## src/rtl/alarm_time_counter.sv

```systemverilog
// alarm_time_counter
// Running 24-hour HH:MM time of day held as four BCD digits. Advances one
// minute per one_minute strobe and accepts a parallel load of a new time.
// A load takes priority over a minute strobe in the same cycle; the minute
// strobe is then dropped, not deferred.
// Optional feature macro: LOAD_CHECK_EN. When it is defined, a load of an
// illegal time is rejected, the digits hold, and load_err pulses. When it is
// not defined, loads are taken verbatim and load_err is tied low.
module alarm_time_counter #(
   parameter logic [7:0] RST_HR  = 8'h00,
   parameter logic [7:0] RST_MIN = 8'h00
) (
   input  logic       clock,
   input  logic       reset,
   input  logic       one_minute,
   input  logic       load_new_c,
   input  logic [3:0] new_current_time_ms_hr,
   input  logic [3:0] new_current_time_ls_hr,
   input  logic [3:0] new_current_time_ms_min,
   input  logic [3:0] new_current_time_ls_min,
   output logic [3:0] current_time_ms_hr,
   output logic [3:0] current_time_ls_hr,
   output logic [3:0] current_time_ms_min,
   output logic [3:0] current_time_ls_min,
   output logic       day_wrap,
   output logic       load_err
);

   logic [3:0] ms_hr_reg, ls_hr_reg, ms_min_reg, ls_min_reg;
   logic [3:0] ms_hr_next, ls_hr_next, ms_min_next, ls_min_next;
   logic       day_wrap_reg, day_wrap_next;
   logic       load_err_reg, load_err_next;
   logic       cur_legal;

   // A time is legal when every digit is a BCD digit, hours <= 23 and
   // minutes <= 59.
   function automatic logic is_legal(input logic [3:0] mh, input logic [3:0] lh,
                                     input logic [3:0] mm, input logic [3:0] lm);
      return (mh <= 4'd2) && (lh <= 4'd9) && (mm <= 4'd5) && (lm <= 4'd9) &&
             !((mh == 4'd2) && (lh > 4'd3));
   endfunction

   assign cur_legal = is_legal(ms_hr_reg, ls_hr_reg, ms_min_reg, ls_min_reg);

`ifdef LOAD_CHECK_EN
   logic new_legal;
   assign new_legal = is_legal(new_current_time_ms_hr, new_current_time_ls_hr,
                               new_current_time_ms_min, new_current_time_ls_min);
`endif

   // Next-state logic: load beats minute increment beats hold.
   always_comb begin
      ms_hr_next    = ms_hr_reg;
      ls_hr_next    = ls_hr_reg;
      ms_min_next   = ms_min_reg;
      ls_min_next   = ls_min_reg;
      day_wrap_next = 1'b0;
      load_err_next = 1'b0;
      if (load_new_c) begin
`ifdef LOAD_CHECK_EN
         if (new_legal) begin
            ms_hr_next  = new_current_time_ms_hr;
            ls_hr_next  = new_current_time_ls_hr;
            ms_min_next = new_current_time_ms_min;
            ls_min_next = new_current_time_ls_min;
         end else begin
            load_err_next = 1'b1;
         end
`else
         ms_hr_next  = new_current_time_ms_hr;
         ls_hr_next  = new_current_time_ls_hr;
         ms_min_next = new_current_time_ms_min;
         ls_min_next = new_current_time_ls_min;
`endif
      end else if (one_minute) begin
         if (!cur_legal) begin
            // Recover from an out-of-range held value without signalling a wrap.
            ms_hr_next  = 4'd0;
            ls_hr_next  = 4'd0;
            ms_min_next = 4'd0;
            ls_min_next = 4'd0;
         end else if (ls_min_reg != 4'd9) begin
            ls_min_next = ls_min_reg + 4'd1;
         end else begin
            ls_min_next = 4'd0;
            if (ms_min_reg != 4'd5) begin
               ms_min_next = ms_min_reg + 4'd1;
            end else begin
               ms_min_next = 4'd0;
               if ((ms_hr_reg == 4'd2) && (ls_hr_reg == 4'd3)) begin
                  ms_hr_next    = 4'd0;
                  ls_hr_next    = 4'd0;
                  day_wrap_next = 1'b1;
               end else if (ls_hr_reg == 4'd9) begin
                  ls_hr_next = 4'd0;
                  ms_hr_next = ms_hr_reg + 4'd1;
               end else begin
                  ls_hr_next = ls_hr_reg + 4'd1;
               end
            end
         end
      end
   end

   // State registers with asynchronous active-low reset to the reset time.
   always_ff @(posedge clock or negedge reset) begin
      if (!reset) begin
         ms_hr_reg    <= RST_HR[7:4];
         ls_hr_reg    <= RST_HR[3:0];
         ms_min_reg   <= RST_MIN[7:4];
         ls_min_reg   <= RST_MIN[3:0];
         day_wrap_reg <= 1'b0;
         load_err_reg <= 1'b0;
      end else begin
         ms_hr_reg    <= ms_hr_next;
         ls_hr_reg    <= ls_hr_next;
         ms_min_reg   <= ms_min_next;
         ls_min_reg   <= ls_min_next;
         day_wrap_reg <= day_wrap_next;
         load_err_reg <= load_err_next;
      end
   end

   assign current_time_ms_hr  = ms_hr_reg;
   assign current_time_ls_hr  = ls_hr_reg;
   assign current_time_ms_min = ms_min_reg;
   assign current_time_ls_min = ls_min_reg;
   assign day_wrap            = day_wrap_reg;
   assign load_err            = load_err_reg;

endmodule

```

## config.mk

```make
export PLATFORM = sky130hd
export DESIGN_NAME = alarm_time_counter
export DESIGN_NICKNAME = d
export VERILOG_FILES = /design/src/rtl/alarm_time_counter.sv
export SDC_FILE = /design/constraint.sdc
export NUM_CORES = 1
export LEC_CHECK = 0
export CORE_MARGIN = 4
export CORE_UTILIZATION = 44
export DETAILED_ROUTE_END_ITERATION = 10
export PLACE_DENSITY_LB_ADDON = 0.12
export SLEW_MARGIN = 40
export SYNTH_ARGS = -nofsm -noshare
export SYNTH_HDL_FRONTEND = slang
export SYNTH_SLANG_ARGS = --single-unit
```

## constraint.sdc

```tcl
create_clock -name clock -period 2.95 [get_ports clock]
set_input_delay 0.295 -clock clock [delete_from_list [all_inputs] [get_ports clock]]
set_output_delay 0.295 -clock clock [all_outputs]
set_load 0.01 [all_outputs]
```

; ---- Word level (Yosys, flattened, before mapping)
; Cells that the tools add are included.
[word_totals]
register_bits = 17
inputBits = 20
out_inout_bits = 18
word_cells = 62
[classes]
n_addsub = 4
n_lt_le_gt_ge = 5
eq_ne = 8
muxes = 29
n_reduce_logical = 11
[op_table]
columns = cell, n
row1 = two-way mux 4 bit, 23
row2 = adder 4 x 1 -> 4 bit (second input constant), 4
row3 = equality test 4 x 2 -> 1 bit (second input constant), 2
row4 = less-or-equal comparator 4 bit (second input constant), 2
row5 = logical AND 1 bit, 6
row6 = two-way mux 1 bit, 6
row7 = != test 3 bit (second input constant), 2
row8 = equality test 4 bit (second input constant), 1
row9 = > comparator 4 x 2 -> 1 bit (second input constant), 1
row10 = less-or-equal comparator 4 x 2 -> 1 bit (second input constant), 1
row11 = less-or-equal comparator 4 x 3 -> 1 bit (second input constant), 1
row12 = != test 4 x 2 -> 1 bit (second input constant), 1
row13 = != test 4 x 3 -> 1 bit (second input constant), 1
row14 = != test 4 bit (second input constant), 1
row15 = AND reduction 4 bit, 1
row16 = AND reduction 3 bit, 1
row17 = AND reduction 2 bit, 1
row18 = nonzero test 2 bit, 1
row19 = logical NOT 1 bit, 1

; ---- Logic depth before layout (Yosys ltp)
[depth]
depth_word = 8
ltp_mapped = 8
depth_no_buf = 7

; ---- Least setup slack after synthesis
; OpenSTA, ideal clock, no wires.
[synth_timing]
path_type = reg2reg
from = reg ms_hr_reg[0] (netlist: current_time_ms_hr[0])
to = reg ms_hr_reg[1] (netlist: current_time_ms_hr[1])
setup_time_ps = 125
arrival_time_ps = 2019
required_ps = 2825
path_slack_ps = 806
stages_incl_launch_ff = 8
path_buffers = 0
synth_period_minus_slack_ps = 2144
path_cell_list = dfrtp_1 inv_1 ha_1 or4b_4 nor3_4 o21ai_2 a21oi_4 mux2_4
[synth_via]
elab_chain_len = 8
word_cells_on_any_way = 21
cone_classes = add/sub: 1 / order compare: 1 / eq/ne: 4 / mux: 7 / reduce/logical: 8
[synth_lines]
columns = item, line_no
row1 = "start, declared", 29  ; logic [3:0] ms_hr_reg, ls_hr_reg, ms_min_reg, ls_min_reg;
row2 = "start signal, assigned", 108  ; ms_hr_reg <= RST_HR[7:4];
row3 = "start signal, assigned", 115  ; ms_hr_reg <= ms_hr_next;
row4 = "adder 4 x 1 -> 4 bit, or another cell as far along", 96  ; ms_hr_next = ms_hr_reg + 4'd1;
row5 = "two-way mux 4 bit, or another cell as far along", 94  ; end else if (ls_hr_reg == 4'd9) begin
row6 = two-way mux 4 bit or logical AND 1 bit (tied branches), "90, 39"
row7 = two-way mux 4 bit or logical AND 1 bit (tied branches), "86, 39"
row8 = two-way mux 4 bit or logical AND 1 bit (tied branches), "82, 39"
row9 = two-way mux 4 bit, 76  ; if (!cur_legal) begin
row10 = two-way mux 4 bit, 75  ; end else if (one_minute) begin
row11 = two-way mux 4 bit, 59  ; if (load_new_c) begin
; Parallel ways exist; a longest one is shown, timed or not. The select of a mux whose other input is x is not followed.
; A chain may end at the register's enable or synchronous reset.

; ---- Worst setup path after layout
; Ends and elaborated chain as after synthesis.

==> results.sh <==
export IMPL_wire_per_inst_um=15.7
export IMPL_final_cells=179
export IMPL_grt_ovfl_total=0
export IMPL_hold_viol=0
export IMPL_yosysTopAreaCell="dfrtp_1"
export IMPL_die_w_um=57.3
export IMPL_fmax_mhz=438
export IMPL_syn_inst=114
export IMPL_end_kind="flip-flop"
export IMPL_place_gp_congestion=0.822
export IMPL_grt_pass1_vias=1028
export IMPL_reg2reg_depth=7
export IMPL_nNetsFinal=174
export IMPL_power_leakage_nw=0.605
export IMPL_gr_usage_all_layers_pct=17.6
export IMPL_crit_arrival_ns=2.46
export IMPL_synth_edf_count=0
export IMPL_vdd_drop_max_mv=0.329
export IMPL_final_cell_mix="35 x clkdlybuf4s50_1, 17 x dfrtp_1, 12 x a21oi_1"
export IMPL_synth_cell_type_count=44
export IMPL_timing_final_ws_setup_ns=0.666
export IMPL_layout_commonest_cell="clkdlybuf4s50_1"
export IMPL_post_cts_buffers=0
export IMPL_p_total_mw=0.707
export IMPL_synth_seq_cells=17
export IMPL_ys_dominant_reg_cell="dfrtp_1"
export IMPL_drc=0
export IMPL_crit_path_max_fanout=5
export IMPL_drtAntennaViolNets=0
export IMPL_crit_type="reg -> reg"
export IMPL_async_flop_share_pct=100
export IMPL_hp_class="in -> async"
export IMPL_dpl_cell_area_um2=1450
export IMPL_dp_hpwl_um=2060
export IMPL_worstMarginPinSlew_ns=0.680
export IMPL_drt_iter0_markers=25
export IMPL_p_per_area_nw_per_um2=477
export IMPL_ys_warn_count=0
export IMPL_cts_tree="yes"
export IMPL_final_area_um2=1480
export IMPL_synthesis_nets=136
export IMPL_cts_made_buffers=3
export IMPL_dr_pass1_iters=4
export IMPL_synth_top_area_share_pct=39.7
export IMPL_via_count=1018
export IMPL_drt_total_wl_um=2810
export IMPL_skew_ns=0.00885
export IMPL_cts_resized_gates=0
export IMPL_cp_required_ns=3.13
export IMPL_grt_pass1_wl_um=4570
export IMPL_cts_max_level=1
export IMPL_synthToLayoutAreaGrowth_pct=38.2
export IMPL_row_count=17
export IMPL_fin_setup_tns_ns=0
export IMPL_grt_max_degree=23
export IMPL_syn_area_um2=1070
export IMPL_place_ws_ns=0.566
export IMPL_initial_utilization_pct=47.5
export IMPL_fin_hold_ws_ns=0.444
export IMPL_max_slew_margin_pct=54.5
export IMPL_clock_sinks=17
export IMPL_timing_rr_start="current_time_ms_hr[0]"
export IMPL_fin_crit_ns=2.28
export IMPL_status="complete, no violations"
export IMPL_finalSetupViolations=0
export IMPL_num_fill_cells=206
export IMPL_crit_start="current_time_ms_hr[0]"
export IMPL_avgSynthCellArea_um2=9.39
export IMPL_die_h_um=57.3
export IMPL_drive_above_1_share_pct=9.27
export IMPL_coreArea_um2=2250
export IMPL_fin_crit_sh_pct=77.4
export IMPL_rsz0062_at_grt="false"
export IMPL_path_clk_slew_ns=0.10
export IMPL_synth_area_top_cells="dfrtp_1 40%, a21oi_1 5.6%, o21ai_0 3.7%, nand2_1 3.5%, a2bb2oi_1 3.3%"
export IMPL_slew_viol_final=0
export IMPL_yosysSeqAreaShare_pct=39.7
export IMPL_maxCapViolations=0
export IMPL_port_buffers=36
export IMPL_cts_buffer_depth=2
export IMPL_grt_antenna_before_repair=0
export IMPL_utilization_pct=65.6
export IMPL_dp_cells=174
export IMPL_ios=38
export IMPL_insertion_delay_ns=0.30
export IMPL_clockRootBuffer="clkbuf_4"
export IMPL_dieArea_um2=3290
export IMPL_setup_worst_path_start_class="flip-flop"
export IMPL_diodes=0
export IMPL_viasPerCell=5.69
critical path: stages, from the launching register on:
cell and delay, ns:
dfrtp_1 0.43, inv_1 0.08, ha_1 0.20, or4b_4 0.50, nor3_4 0.28, o21ai_2 0.12
a21oi_4 0.24, mux2_4 0.33
per-layer routing:
layer  wire length, um  GRT usage, %  up-vias
li1                  -             -      498
met1              1260          22.3      484
met2              1380          29.4       32
met3               134          2.94        4
met4                32          7.62        0
met5                 0             0        -
path summary, 6_finish.rpt:
check                                    endpoint  slack, ns
max in group asynchronous   current_time_ms_hr[1]       2.22
max                         current_time_ms_hr[1]       0.67
min in group clock          current_time_ms_hr[3]       0.55
min                        current_time_ls_min[2]       0.44
min reg2reg                 current_time_ms_hr[3]       0.59
max reg2reg                 current_time_ms_hr[1]       0.67
report_power, final:
part	total [mW]	internal (mW)	leakage (nW)	switching, mW
registers	0.318	0.264	0.216	0.0539
logic	0.261	0.149	0.374	0.112
clock network	0.128	0.0527	0.0150	0.0751
layout make-up:
cell class | instances | area, um2 | share of cell area (%)
Sequential cell | 17 | 425 | 28.7
Tap cell | 28 | 35.0 | 2.37
Clock buffer | 4 | 26.3 | 1.78
Timing Repair Buffer | 38 | 373 | 25.2
Inverter | 7 | 26.3 | 1.78
Multi-Input combinational cell | 85 | 594 | 40.2
synth_stat cells (2+ instances only):
master	n
nand2_1	10
ha_1	2
a221o_1	2
o32a_1	2
nor3_1	2
o21ai_0	8
dfrtp_1	17
o31ai_1	3
inv_1	7
nor2_1	7
nor4b_1	2
nand2b_1	2
mux2_4	2
a22o_1	3
and4bb_2	2
a2bb2oi_1	4
a21oi_1	12
repair_timing:
action                                 in CTS  in global routing
endpoints found under the hold margin       0                 17
setup endpoints to repair                   0                  0
hold buffers                                0                  1
cell families after synthesis:
kind of cell	share of synthesized area, %
AOI/OAI and AO/OA	28.9
buffers and inverters	4.79
xor gates and xnor gates	0.818
and+or+nand+nor	18.3
other	0.350
DFF	39.7
muxes	4.79
adders and majority gates	2.34
Note: power is estimated with default switching activity, not from simulation.
